**config.mk**
```make
export PLATFORM = sky130hd
export DESIGN_NAME = divlut_loader
export DESIGN_NICKNAME = d
export VERILOG_FILES = /design/src/rtl/divlut_pkg.sv /design/src/rtl/recip_serdiv.sv /design/src/rtl/divlut_loader.sv
export SDC_FILE = /design/constraint.sdc
export NUM_CORES = 1
export LEC_CHECK = 0
export CAP_MARGIN = 20
export CORE_MARGIN = 4
export CORE_UTILIZATION = 57
export CTS_BUF_LIST = sky130_fd_sc_hd__clkbuf_2 sky130_fd_sc_hd__clkbuf_4 sky130_fd_sc_hd__clkbuf_8
export DETAILED_ROUTE_END_ITERATION = 10
export PLACE_DENSITY_LB_ADDON = 0.12
export SYNTH_ARGS = -nofsm -noshare
export SYNTH_HDL_FRONTEND = slang
export SYNTH_SLANG_ARGS = --single-unit
export TNS_END_PERCENT = 1
```
**constraint.sdc**
```tcl
create_clock -name clk -period 3.9 [get_ports clk]
set_input_delay 0.975 -clock clk [delete_from_list [all_inputs] [get_ports clk]]
set_output_delay 0.975 -clock clk [all_outputs]
set_load 0.03 [all_outputs]
```
**src/rtl/divlut_pkg.sv**
```systemverilog
// rtl/divlut_pkg.sv - shared constants and loader state type for the reciprocal LUT fill
package divlut_pkg;

  localparam int DIVLUT_DEPTH = 2048;
  localparam int DIVLUT_W     = 11;
  localparam int DIVLUT_SAT   = 2047;

  typedef enum logic [1:0] {
    LD_IDLE,
    LD_CALC,
    LD_WRITE,
    LD_DONE
  } divlut_ld_state_t;

endpackage

```
**src/rtl/recip_serdiv.sv**
```systemverilog
// rtl/recip_serdiv.sv - bit-serial restoring divider, one quotient bit per cycle, MSB first
module recip_serdiv
  import divlut_pkg::*;
#(
  parameter int RECIP_SHIFT = 21
) (
  input  logic                  clk,
  input  logic                  reset,
  input  logic                  load,
  input  logic [RECIP_SHIFT:0]  numerator,
  input  logic [DIVLUT_W-1:0]   divisor,
  output logic [RECIP_SHIFT:0]  quotient,
  output logic                  q_valid
);

  localparam int QW = RECIP_SHIFT + 1;
  localparam int CW = $clog2(QW + 1);

  logic [QW-1:0]       num_sr;
  logic [11:0]         rem;
  logic [DIVLUT_W-1:0] dvsr;
  logic [CW-1:0]       cnt;

  logic [11:0]         step_rem_in;
  logic                step_bit_in;
  logic [DIVLUT_W-1:0] step_dvsr;
  logic [12:0]         trial;
  logic [11:0]         diff;
  logic                step_q;
  logic [11:0]         step_rem;

  // The load cycle already performs the first iteration, so the remaining
  // RECIP_SHIFT iterations run from the shift register.
  always_comb begin
    step_rem_in = load ? 12'd0 : rem;
    step_bit_in = load ? numerator[QW-1] : num_sr[QW-1];
    step_dvsr   = load ? divisor : dvsr;
    trial       = {step_rem_in, step_bit_in};
    step_q      = (trial >= {2'b00, step_dvsr});
    diff        = trial[11:0] - {1'b0, step_dvsr};
    step_rem    = step_q ? diff : trial[11:0];
  end

  always_ff @(posedge clk) begin
    if (reset) begin
      num_sr   <= '0;
      rem      <= '0;
      dvsr     <= '0;
      cnt      <= '0;
      quotient <= '0;
      q_valid  <= 1'b0;
    end else begin
      q_valid <= 1'b0;
      if (load) begin
        rem      <= step_rem;
        num_sr   <= {numerator[QW-2:0], 1'b0};
        dvsr     <= divisor;
        quotient <= {{(QW-1){1'b0}}, step_q};
        cnt      <= CW'(QW - 1);
      end else if (cnt != '0) begin
        rem      <= step_rem;
        num_sr   <= {num_sr[QW-2:0], 1'b0};
        quotient <= {quotient[QW-2:0], step_q};
        cnt      <= cnt - CW'(1);
        q_valid  <= (cnt == CW'(1));
      end
    end
  end

endmodule

```
**src/rtl/divlut_loader.sv**
```systemverilog
// rtl/divlut_loader.sv - fills the 2048-entry reciprocal LUT in address order and owns its run input
module divlut_loader
  import divlut_pkg::*;
#(
  parameter int RECIP_SHIFT = 21
) (
  input  logic                clk,
  input  logic                reset,
  input  logic                start,
  output logic                busy,
  output logic                done,
  output logic                lut_run,
  output logic [DIVLUT_W-1:0] lut_wr_data,
  output logic                lut_wr_en
);

  localparam int QW = RECIP_SHIFT + 1;
  localparam logic [QW-1:0] NUMER = {1'b1, {RECIP_SHIFT{1'b0}}};
  localparam logic [DIVLUT_W-1:0] IDX_LAST = DIVLUT_W'(DIVLUT_DEPTH - 1);

  divlut_ld_state_t    state, state_n;
  logic [DIVLUT_W-1:0] idx, idx_n;
  logic [DIVLUT_W-1:0] wr_data_n;
  logic                div_load;
  logic [DIVLUT_W-1:0] div_divisor;
  logic [QW-1:0]       quotient;
  logic                q_valid;

  recip_serdiv #(
    .RECIP_SHIFT(RECIP_SHIFT)
  ) u_serdiv (
    .clk       (clk),
    .reset     (reset),
    .load      (load_gate(div_load)),
    .numerator (NUMER),
    .divisor   (div_divisor),
    .quotient  (quotient),
    .q_valid   (q_valid)
  );

  function automatic logic load_gate(input logic l);
    return l;
  endfunction

  always_comb begin
    state_n     = state;
    idx_n       = idx;
    wr_data_n   = lut_wr_data;
    div_load    = 1'b0;
    div_divisor = idx;
    case (state)
      LD_IDLE: begin
        if (start) begin
          state_n     = LD_CALC;
          idx_n       = '0;
          div_load    = 1'b1;
          div_divisor = '0;
        end
      end
      LD_CALC: begin
        if (q_valid) begin
          state_n   = LD_WRITE;
          wr_data_n = (quotient > QW'(DIVLUT_SAT)) ? DIVLUT_W'(DIVLUT_SAT)
                                                   : quotient[DIVLUT_W-1:0];
        end
      end
      LD_WRITE: begin
        idx_n = idx + DIVLUT_W'(1);
        if (idx == IDX_LAST) begin
          state_n = LD_DONE;
        end else begin
          state_n     = LD_CALC;
          div_load    = 1'b1;
          div_divisor = idx + DIVLUT_W'(1);
        end
      end
      LD_DONE: begin
        state_n = LD_IDLE;
      end
      default: begin
        state_n = LD_IDLE;
      end
    endcase
  end

  // Outputs are registered from the next state so they line up with it.
  always_ff @(posedge clk) begin
    if (reset) begin
      state       <= LD_IDLE;
      idx         <= '0;
      busy        <= 1'b0;
      done        <= 1'b0;
      lut_run     <= 1'b1;
      lut_wr_en   <= 1'b0;
      lut_wr_data <= '0;
    end else begin
      state       <= state_n;
      idx         <= idx_n;
      busy        <= (state_n != LD_IDLE);
      done        <= (state_n == LD_DONE);
      lut_run     <= (state_n == LD_IDLE) || (state_n == LD_DONE);
      lut_wr_en   <= (state_n == LD_WRITE);
      lut_wr_data <= wr_data_n;
    end
  end

endmodule

```
==> results of run 1 <==
## cells by family after synthesis
kind of cell / synth area share
compound gates: 0.234
xor+xnor: 0.0350
fa+ha+maj: 0.0549
buf+inv: 0.0515
flops: 0.395
mux: 0.0109
simple gates: 0.219
## timing repair
action | CTS | global route
endpoints found under the setup margin | 6 | 13
buffers inserted | 0 | 0
pin swaps | 0 | 2
cloned | 0 | 0
resized for setup | 3 | 8
## worst max-delay path: cells and delay by family
kind | cells | cell delay, ps
simple gates | 4 | 1050
fa+ha+maj | 1 | 340
buf+inv | 4 | 1040
compound gates | 4 | 620
## registers in the layout, summed over array words and instances (netlist names)
| name | count |
|---|---|
| busy | 1 |
| done | 1 |
| idx | 11 |
| lut_run | 1 |
| lut_wr_data | 11 |
| lut_wr_en | 1 |
| state | 2 |
| u_serdiv.cnt | 5 |
| u_serdiv.dvsr | 11 |
| u_serdiv.q_valid | 1 |
| u_serdiv.quotient | 22 |
| u_serdiv.rem | 12 |
## layer usage
| layer | vias up | global-route usage | share of wire |
|---|---|---|---|
| li1 | 1797 | - | - |
| met2 | 87 | 0.375 | 0.48 |
| met5 | - | 0 | 0 |
| met4 | 0 | 0.0842 | 0.014 |
| met3 | 16 | 0.0410 | 0.042 |
| met1 | 1708 | 0.322 | 0.46 |
## stage by stage
stage / util / cell area, µm² / std cells / worst slack (ps) / total power [W]
2_1_floorplan: - / 4020 / 475 / 29.0 / 0.00170
3_3_place_gp: 0.669 / 4540 / 608 / -346 / 0.00198
3_5_place_dp: 0.669 / 4540 / 608 / -450 / 0.00200
4_1_cts: 0.699 / 4750 / 624 / 44.5 / 0.00265
5_1_grt: 0.706 / 4790 / 624 / -3.20 / 0.00286
6_report: 0.706 / 4790 / 624 / 119 / 0.00269
## cells in the final DEF (no fill, tap or decap), drive strengths merged, types with 7 or more instances in the layout
| master | instances |
|---|---|
| dfxtp | 79 |
| nand2 | 61 |
| buf | 53 |
| nor2 | 43 |
| a21oi | 42 |
| clkdlybuf4s50 | 17 |
| o21ai | 17 |
| ha | 16 |
| inv | 15 |
| and2 | 13 |
| nor3 | 13 |
| o221a | 11 |
| a22oi | 11 |
| xnor2 | 9 |
| clkbuf | 9 |
| a211oi | 9 |
| nand4 | 8 |
| nand3 | 7 |
| xor2 | 7 |
## layout make-up
type / instances / share of cell area
tap: 96 / 0.0251
clock buffer: 9 / 0.0258
multi-input combinational: 351 / 0.475
sequential: 79 / 0.330
clock inverter: 7 / 0.0162
inverter: 12 / 0.00939
timing repair buffer: 70 / 0.118
## where the power goes
part	switching [W]	internal, W
Combinational	0.000613	0.000516
Sequential	0.0000489	0.000880
Clock	0.000328	0.000304
## path summary, 6_finish.rpt
kind / start / end / slack (ps) / cells after the start
worst max-delay path: start / u_serdiv.rem[7]$_SDFFE_PP0P_ / 120 / 13
worst min-delay path: u_serdiv.quotient[10]$_SDFFE_PP0P_ / u_serdiv.quotient[10]$_SDFFE_PP0P_ / 470 / 2
worst max register to register: idx[0]$_SDFFE_PP0N_ / u_serdiv.rem[7]$_SDFFE_PP0P_ / 290 / 15
worst min register to register: u_serdiv.quotient[10]$_SDFFE_PP0P_ / u_serdiv.quotient[10]$_SDFFE_PP0P_ / 470 / 2
==> results.json, run 1 <==
{
  "drc": 0,
  "cts_tree": "done",
  "worstSkewPairLatency_ps": 360,
  "clkSlewWorstSetupHoldPaths_ps": 90,
  "multi_input_area_um2": 2280,
  "drv_slew": 0,
  "diodes": 0,
  "tns_ps": 0,
  "h-tree-depth": 3,
  "synth_edf_count": 0,
  "fill_cells": 559,
  "ant_nets": 0,
  "drv_cap": 0,
  "routed_wl_um": 9610,
  "fmax_mhz": 265,
  "fin_crit_sh": 0.969,
  "post_drt_wl_per_cell_um": 15.4,
  "cts_made_buffers": 9,
  "antenna_found_initial": 0,
  "ys_types": 59,
  "synth_cells": 475,
  "rows": 30,
  "post-synth-top-count-cell": "dfxtp_1",
  "mappedNetlistArea_um2": 4010,
  "cts.sinks": 79,
  "grt_max_degree": 37,
  "period_minus_slack_ps": 3780,
  "seq_area_um2": 1580,
  "via_per_inst": 5.78,
  "synth_common_cells": "79 x dfxtp_1, 61 x nand2_1, 43 x nor2_1",
  "io_buffers": 17,
  "first_pass_iters": 5,
  "drtIter0Drc": 258,
  "cp-start-kind": "input port",
  "final_nets": 543,
  "cts_max_path_buffers": 2,
  "finalHoldViolCount": 0,
  "die_x_um": 91.9,
  "critical_path_arrival_ps": 4030,
  "powerDensity_nw_per_um2": 561,
  "setup-violations-final": 0,
  "fin_skew_ps": 15.0,
  "status": "finished, final reports clean",
  "syn-num-nets": 495,
  "pin_count": 18,
  "avgSynthCellArea_um2": 8.44,
  "p_leak_nw": 1.92,
  "gp_congestion": 0.873,
  "endpoint_kind": "flip-flop",
  "cp_slowest_cell": "clkdlybuf4s50_1",
  "cts_hold_buf": 0,
  "synthTopCellsByArea": "dfxtp_1 39%, nand2_1 5.7%, a21oi_1 5.2%",
  "hp-class": "reg -> reg",
  "root_buffer": "clkbuf_8",
  "drive_gt1_frac": 0.189,
  "synth-seq-cells": 79,
  "slew_headroom": 0.445,
  "grt_use_total": 0.236,
  "core_area_um2": 6790,
  "grt_pass1_wl_um": 16300,
  "synth-async-reset-ratio": 0,
  "synth_warnings": 0,
  "tightest_slew_ps": 831,
  "ir_drop_mv": 0.313,
  "dieArea_um2": 8440,
  "grt_pass1_vias": 3489,
  "dp_hpwl_um": 6760,
  "start_util": 0.590,
  "synth_ff_type": "dfxtp_1",
  "worstPathCellList": "clkdlybuf4s50_1 -> o21bai_4 -> or2_4 -> buf_4 -> and2_1 -> ha_1 -> nand4_1 -> or3_1 -> o31ai_4 -> buf_4 -> buf_4 -> o31ai_1 -> a31o_1",
  "synth_top_area_share": 0.395,
  "vias": 3608,
  "worstPathRequired_ps": 4150,
  "path_class": "in -> reg",
  "yosys.area.top_type": "dfxtp_1",
  "max_stage_delay_ps": 520,
  "seq_area_frac_synth": 0.395,
  "grt_overflow_total": 0,
  "crit_fanout": 16,
  "path_common_cell": "buf_4",
  "die_h_um": 91.9,
  "whs_ps": 471,
  "area_delta_synth_final_pct": 19.6
}
(Power assumes the default switching activity.)
==> inputs of run 2 (changes only) <==
--- a/config.mk
+++ b/config.mk
@@ -7,10 +7,11 @@
 export LEC_CHECK = 0
 export CAP_MARGIN = 20
 export CORE_MARGIN = 4
-export CORE_UTILIZATION = 57
+export CORE_UTILIZATION = 60
 export CTS_BUF_LIST = sky130_fd_sc_hd__clkbuf_2 sky130_fd_sc_hd__clkbuf_4 sky130_fd_sc_hd__clkbuf_8
 export DETAILED_ROUTE_END_ITERATION = 10
 export PLACE_DENSITY_LB_ADDON = 0.12
+export SLEW_MARGIN = 30
 export SYNTH_ARGS = -nofsm -noshare
 export SYNTH_HDL_FRONTEND = slang
 export SYNTH_SLANG_ARGS = --single-unit
==> constraint.sdc (replaced) <==
create_clock -name clk -period 4 [get_ports clk]
set_input_delay 1 -clock clk [delete_from_list [all_inputs] [get_ports clk]]
set_output_delay 1 -clock clk [all_outputs]
set_load 0.03 [all_outputs]
==> run 2 against run 1 <==
Clock skew is 3.5 ps lower. Clock power is 9.5% lower. Utilization is 3.5 points higher. Count of clock-buffer cells in the layout is 1 higher. Global-route usage is 0.097 points lower. Via count is 1.4% higher. Critical endpoint is now u_serdiv.rem[0]$_SDFFE_PP0P_.
==> results.json, run 2 (synthesized netlist as in run 1, its figures left out) <==
{
  "reg2reg_from": "idx[0]$_SDFFE_PP0N_",
  "post_cts_buffers": 0,
  "final_common_cell": "dfxtp_1",
  "dpl_worst_slack_ps": -256,
  "drv_cap": 0,
  "cts-resized-gates": 0,
  "whs_ps": 473,
  "rows": 29,
  "cts_made_buffers": 9,
  "fmax_mhz": 255,
  "hp-class": "reg -> reg",
  "r2r-end": "u_serdiv.rem[0]$_SDFFE_PP0P_",
  "grt_pass1_vias": 3430,
  "dr_wl_met2_um": 4520,
  "hold_end": "u_serdiv.cnt[4]$_SDFFE_PP0P_",
  "largest-register": "u_serdiv.quotient",
  "reg2reg_slack_ps": 250,
  "io_buffers": 17,
  "worstHoldStart": "u_serdiv.cnt[4]$_SDFFE_PP0P_",
  "p_leak_nw": 1.91,
  "period_minus_slack_ps": 3930,
  "tightest_slew_ps": 891,
  "critical_path_arrival_ps": 4160,
  "clkSlewWorstSetupHoldPaths_ps": 90,
  "h-tree-depth": 3,
  "diodes": 0,
  "root_buffer": "clkbuf_8",
  "grt_use_total": 0.235,
  "via_per_inst": 6.02,
  "worstSkewPairLatency_ps": 350,
  "dp_hpwl_um": 6630,
  "cts.sinks": 79,
  "endpoint_kind": "flip-flop",
  "setup-violations-final": 0,
  "dr.max_layer_used": "met4",
  "layout_common_cells": "79 x dfxtp_1, 61 x nand2_1, 55 x buf_4",
  "fill_cells": 490,
  "path_class": "in -> reg",
  "drv_slew": 0,
  "cts_tree": "done",
  "drive_gt1_frac": 0.185,
  "powerDensity_nw_per_um2": 533,
  "hold_depth": 2,
  "reg2reg_depth": 12,
  "gp_congestion": 0.929,
  "rsz0062_at_grt": "yes",
  "vias": 3658,
  "fin_crit_sh": 0.981,
  "grt_max_degree": 37,
  "drtIter0Drc": 263,
  "die_h_um": 89.7,
  "post_drt_wl_per_cell_um": 15.7,
  "drc": 0,
  "reg_top3": "u_serdiv.quotient (22), u_serdiv.rem (12)",
  "area_delta_synth_final_pct": 18.7,
  "final_nets": 546,
  "ir_drop_mv": 0.348,
  "fin_skew_ps": 11.5,
  "routed_wl_um": 9560,
  "die_x_um": 89.7,
  "crit_fanout": 9,
  "cp-start-kind": "input port",
  "cts_max_path_buffers": 2,
  "power.total_w": 0.00254,
  "worst_slack_ps": 75.0,
  "first_pass_iters": 5,
  "worstPathRequired_ps": 4240,
  "antenna_found_initial": 0,
  "dieArea_um2": 8050,
  "finalHoldViolCount": 0,
  "grt_pass1_wl_um": 15900,
  "core_area_um2": 6420,
  "pin_count": 18,
  "status": "finished, final reports clean",
  "wl_met3_um": 496,
  "met1Wirelength_um": 4420,
  "start_util": 0.624,
  "ant_nets": 0,
  "slew_headroom": 0.404,
  "largest_reg_flops": 22,
  "cts_hold_buf": 0,
  "grt_overflow_total": 0
}
[run 2: cell count changes in the layout (fill, tap and decap cells not counted), sizes merged]
| cell | delta |
|---|---|
| buf | +3 |
| bufinv | -1 |
| clkbuf | +1 |
| clkinvlp | +1 |
| inv | -1 |
[run 2: critical path, cell delays in order]
cell and delay, ps:
clkdlybuf4s50_1 490, o21bai_2 80, or2_4 290, buf_4 160, and2_1 170, ha_1 320
a2111oi_4 380, nand2_1 90, a211o_1 290, and2_4 170, or2_1 350, a2111oi_2 350
[run 2: metrics by stage]
stage	setup TNS, ps	std cells	area (µm²)	util
3_5_place_dp	-2690	592	4550	0.708
3_3_place_gp	-1820	592	4550	0.708
6_report	0	608	4760	0.741
5_1_grt	-151	608	4760	0.741
2_1_floorplan	0	475	4010	-
4_1_cts	0	608	4740	0.738
[run 2: report_power, final]
| group | total, W | internal, W | switching (W) |
|---|---|---|---|
| combinational | 0.00106 | 0.000479 | 0.000579 |
| clock | 0.000572 | 0.000252 | 0.000320 |
| sequential | 0.000908 | 0.000858 | 0.0000499 |
| total | 0.00254 | 0.00159 | 0.000948 |
[run 2: metal layers]
layer	up-vias	global-route usage
met4	0	0.0792
met1	1732	0.319
met3	15	0.0401
met2	102	0.380
li1	1809	-
met5	-	0
[run 2: final cells by class]
type | instances | area [µm²] | area share
Clock buffer | 10 | 138 | 0.0289
Clock inverter | 6 | 53.8 | 0.0113
Inverter | 12 | 45.0 | 0.00947
Multi-Input combinational cell | 351 | 2240 | 0.471
Sequential cell | 79 | 1580 | 0.332
Tap cell | 77 | 96.3 | 0.0202
Timing Repair Buffer | 73 | 603 | 0.127
[run 2: worst max path at each step]
stage                     startpoint                      endpoint
final                          start  u_serdiv.rem[0]$_SDFFE_PP0P_
after detailed placement       start  u_serdiv.rem[0]$_SDFFE_PP0P_
after CTS                      start  u_serdiv.rem[0]$_SDFFE_PP0P_
after global placement         start  u_serdiv.rem[0]$_SDFFE_PP0P_
after floorplan                start  u_serdiv.rem[0]$_SDFFE_PP0P_
after global routing           start  u_serdiv.rem[0]$_SDFFE_PP0P_
